$ cat src/rtl/mem_arbiter.sv
// mem_arbiter: two-port arbiter/sequencer onto a single-port synchronous RAM; define MEM_ARB_RR_EN for round-robin ties
module mem_arbiter #(
  parameter int AW = 9,
  parameter int DW = 16
) (
  input  logic          clk,
  input  logic          reset,
  input  logic [1:0]    req0_cmd,
  input  logic [AW-1:0] req0_addr,
  input  logic [DW-1:0] req0_wdata,
  output logic          req0_ack,
  output logic [DW-1:0] req0_rdata,
  input  logic [1:0]    req1_cmd,
  input  logic [AW-1:0] req1_addr,
  input  logic [DW-1:0] req1_wdata,
  output logic          req1_ack,
  output logic [DW-1:0] req1_rdata,
  output logic [AW-1:0] ram_addr,
  output logic [DW-1:0] ram_wdata,
  output logic          ram_we,
  output logic          ram_re,
  input  logic [DW-1:0] ram_rdata,
  output logic          busy,
  output logic          grant
);
  localparam logic [1:0] IDLE = 2'd0, ISSUE = 2'd1, CAPTURE = 2'd2, ACK = 2'd3;
  localparam logic [1:0] MREAD = 2'b01, MWRITE = 2'b10;
  logic [1:0]    state, lat_cmd;
  logic [AW-1:0] lat_addr;
  logic [DW-1:0] lat_wdata;
  logic          req0, req1, win;
  // 01 and 10 are the only real commands; 00 and 11 both mean "no request"
  assign req0 = ^req0_cmd;
  assign req1 = ^req1_cmd;
`ifdef MEM_ARB_RR_EN
  logic last_grant;
  assign win = req1 & (~req0 | ~last_grant);
  // remember who was served last so a tie goes to the other port
  always_ff @(posedge clk)
    if (reset) last_grant <= 1'b1;
    else if (state == ACK) last_grant <= grant;
`else
  assign win = req1 & ~req0;
`endif
  // sequencer: latch winner in IDLE, access RAM in ISSUE, capture read data, acknowledge
  always_ff @(posedge clk)
    if (reset) begin
      state      <= IDLE;
      grant      <= 1'b0;
      lat_cmd    <= '0;
      lat_addr   <= '0;
      lat_wdata  <= '0;
      req0_rdata <= '0;
      req1_rdata <= '0;
    end else
      case (state)
        IDLE: if (req0 | req1) begin
          grant     <= win;
          lat_cmd   <= win ? req1_cmd : req0_cmd;
          lat_addr  <= win ? req1_addr : req0_addr;
          lat_wdata <= win ? req1_wdata : req0_wdata;
          state     <= ISSUE;
        end
        ISSUE: state <= lat_cmd == MWRITE ? ACK : CAPTURE;
        CAPTURE: begin
          if (grant) req1_rdata <= ram_rdata;
          else req0_rdata <= ram_rdata;
          state <= ACK;
        end
        default: state <= IDLE;
      endcase
  assign ram_addr  = lat_addr;
  assign ram_wdata = lat_wdata;
  assign ram_we    = (state == ISSUE) & (lat_cmd == MWRITE) & ~reset;
  assign ram_re    = (state == ISSUE) & (lat_cmd == MREAD) & ~reset;
  assign busy      = state != IDLE;
  assign req0_ack  = (state == ACK) & ~grant & ~reset;
  assign req1_ack  = (state == ACK) & grant & ~reset;
endmodule

$ cat config.mk
export PLATFORM = sky130hd
export DESIGN_NAME = mem_arbiter
export DESIGN_NICKNAME = d
export VERILOG_FILES = /design/src/rtl/mem_arbiter.sv
export SDC_FILE = /design/constraint.sdc
export NUM_CORES = 1
export LEC_CHECK = 0
export CAP_MARGIN = 20
export CORE_ASPECT_RATIO = 1.5
export CORE_MARGIN = 4
export CORE_UTILIZATION = 42
export CTS_CLUSTER_SIZE = 20
export DETAILED_ROUTE_END_ITERATION = 10
export HOLD_SLACK_MARGIN = 0.03
export PLACE_DENSITY = 0.85
export SLEW_MARGIN = 0
export SYNTH_ARGS = -nofsm -noshare
export SYNTH_HDL_FRONTEND = slang
export SYNTH_SLANG_ARGS = --single-unit
$ cat constraint.sdc
create_clock -name clk -period 2.71 [get_ports clk]
set_clock_uncertainty 0.1 [all_clocks]
set_input_delay 0.4065 -clock clk [delete_from_list [all_inputs] [get_ports clk]]
set_output_delay 0.4065 -clock clk [all_outputs]
set_load 0.05 [all_outputs]
==> summary.txt <==
Layout
  – Multi-input gate area: 0.00121 mm²
  – Final nets: 498
  – Antenna diodes: 0
  – FF+latch area: 0.00124 mm²
  – Fillers: 487
  – Share of cells above drive strength 1: 5.87%
  – Synth-to-Final Area Change: 62.5%

GRT
  – First-pass GRT wire length: 11.3 mm
  – Total GRT Usage: 19.2%
  – Vias in the first global route: 2455
  – Largest net degree at the start of global routing: 54
  – Initial antenna violation count: 0
  – Grt ovf: 0

Pwr
  – Clock Power Share: 20.2%
  – Sw Pwr: 1.88 mW
  – Overall Power: 4.34 mW
  – Comb pwr share: 50.0%
  – Switching share of power: 43.3%
  – Internal power: 2.46 mW
  – Leakage: 1.54 nW
  – PwrDens: 1050 mW/mm²
  – Reg power frac: 29.8%
  – Peak supply drop: 0.757 mV

Logic synthesis
  – Yosys top cell by area: dfxtp_1
  – Post-synthesis cell count: 293
  – Number of synthesized flops with an enable pin: 0
  – Most frequent cell after synthesis: nand2_1
  – Yosys top cell area share: 48.6%
  – Asr flop ratio synth: 0%
  – Cell variety after synth: 25
  – Post-Synthesis Cell Area: 0.00256 mm²
  – Register area share after synthesis: 48.6%
  – Syn Area/Cell: 8.72 µm²
  – Most frequent cells after synthesis: nand2_1 (66), dfxtp_1 (62), a21oi_1 (34)
  – Syn nets: 370
  – Primary FF master, synth: dfxtp_1
  – Flip-flop and latch count after synthesis: 62
  – Synth top area cells: dfxtp_1 (49%), mux2i_1 (11%), nand2_1 (9.7%)
  – Synth Warn #: 0

Clock tree
  – CTS Buf Count: 9
  – Postcts setup bufs: 0
  – Clk sinks: 62
  – Clock transition at the registers of the reported paths: 0.06 ns
  – CTS tree: built
  – Resize count post-CTS: 0
  – Clk Latency, worst-skew pair: 0.33 ns
  – Root buf cell: clkbuf_8
  – Clock buffer depth: 2
  – Hold_buf cts: 0
  – Htree depth: 3

Worst setup path
  – Critical path data required time: 2.20 ns
  – Crit end category: output port
  – Worst Setup Start Kind: register
  – CP startpoint: state[0]
  – Critical Path End: busy
  – Peak fanout along the critical path: 6
  – R2R Path End: req0_rdata[1]
  – CP arrival: 2.08 ns
  – Reg2Reg Depth: 6
  – Crit Path Class: reg2out
  – Worst reg2reg startpoint: state[0]
  – Worst reg-to-reg setup slack: 0.98 ns

Routing
  – Drt initial violations: 68
  – Routed vias: 2457
  – Routed WL: 6.87 mm
  – # DRC: 0
  – Pre-antenna DRT Iters: 4
  – ANT nets after route: 0
  – WL/cell: 13.8 µm
  – Mean number of vias per cell: 4.93

Floorplan
  – Core Box Area: 0.00587 mm²
  – Die Wd: 71.7 µm
  – Die area: 0.00742 mm²
  – Row count: 34
  – Initial core utilization: 43.5%
  – Die Y: 104 µm
  – Ports: 135

Timing
  – Crit share post-route: 95.3%
  – Fmax: 387 MHz
  – Worst-margin pin slew: 0.647 ns
  – Crit path time final: 2.58 ns
  – Slew HR: 56.9%
  – Final hold violations: 0
  – Min Hold Slack: 0.354 ns
  – Final setup violation count: 0
  – Post-Route Setup TNS: 0 ns
  – Fin. max-slew vios: 0
  – RSZ-0062 raised after global routing: no

Run status
  – Status: finished clean

Place
  – HPWL after DPL: 5.19 mm
  – Gpl congestion: 0.766
  – # port buffers: 134

Worst hold path
  – Type of the tightest min-delay check: reg2reg

Flow run
  – Number of max-cap violations: 0
[sequential cells by signal (all words and copies together), names as in the netlist]
| signal | flops |
|---|---|
| grant | 1 |
| req0_rdata | 16 |
| state | 2 |
| lat_cmd | 2 |
| ram_addr | 9 |
| ram_wdata | 16 |
| req1_rdata | 16 |
[cell usage in the layout, fill, tap and decap left out, drive strengths merged, types with 4 or more instances in the layout]
master | Yosys | routed
dfxtp | 62 | 62
ha | 5 | 5
nand2 | 66 | 66
nor2 | 31 | 31
mux2i | 27 | 27
inv | 4 | 4
buf | 6 | 9
clkdlybuf4s50 | 0 | 129
a21oi | 35 | 35
a211oi | 27 | 27
clkbuf | 15 | 12
[per-layer routing]
metal  GRT usage [%]  wire length, µm  vias up
li1                -                -     1250
met1            18.5             2470     1104
met2            34.7             3630       90
met3            8.33              647       13
met4            7.66              120        0
met5               0                0        -
[cells by family after synthesis]
| kind of cell | Yosys count | share of synthesized area [%] |
|---|---|---|
| simple gates | 108 | 17.7 |
| buf+inv | 25 | 4.40 |
| mux | 27 | 10.6 |
| flops | 62 | 48.6 |
| fa+ha+maj | 6 | 2.84 |
| compound gates | 62 | 14.9 |
| xor+xnor | 3 | 1.03 |
[area by class of cell]
cell class                 instances  share of cell area [%]
timing repair buffer             138                    33.3
sequential                        62                    29.9
multi-input combinational        206                    29.1
clock buffer                      12                    3.50
tap                               72                    2.17
clock inverter                     4                    1.69
inverter                           4                   0.362
[worst max-delay path, stage by stage (launching register included)]
cell	delay [ns]
dfxtp_1	0.41
inv_1	0.09
ha_1	0.28
inv_1	0.14
clkdlybuf4s50_1	0.82
[worst min path at each step]
stage,startpoint,end,slack [ns],cells after the start
after global routing,req0_rdata[13],req0_rdata[13],0.37,2
after CTS,req1_rdata[6],req1_rdata[6],0.36,2
after global placement,req0_rdata[15],req0_rdata[15],0.34,2
after floorplan,lat_cmd[0],lat_cmd[0],0.37,2
after detailed placement,req1_rdata[6],req1_rdata[6],0.35,2
final,req1_rdata[6],req1_rdata[6],0.35,2
[power by group through the flow]
stage | combinational (mW) | sequential (mW) | clock (mW)
4_1_cts | 2.19 | 1.29 | 0.900
3_5_place_dp | 2.18 | 1.31 | 0
5_1_grt | 2.32 | 1.33 | 0.948
3_3_place_gp | 2.15 | 1.30 | 0
6_report | 2.17 | 1.29 | 0.877
2_1_floorplan | 0.706 | 2.05 | 0
[through the flow]
stage               setup slack (ns)  std cells  area [µm²]  utilization [%]
floorplan                     0.0720        293        2560                -
global placement               0.543        481        3930             66.9
detailed placement             0.469        481        3930             66.9
CTS                            0.103        497        4150             70.6
global route                  0.0156        498        4150             70.7
finish                         0.128        498        4150             70.7
No activity file was read; power rests on OpenSTA's default activity.
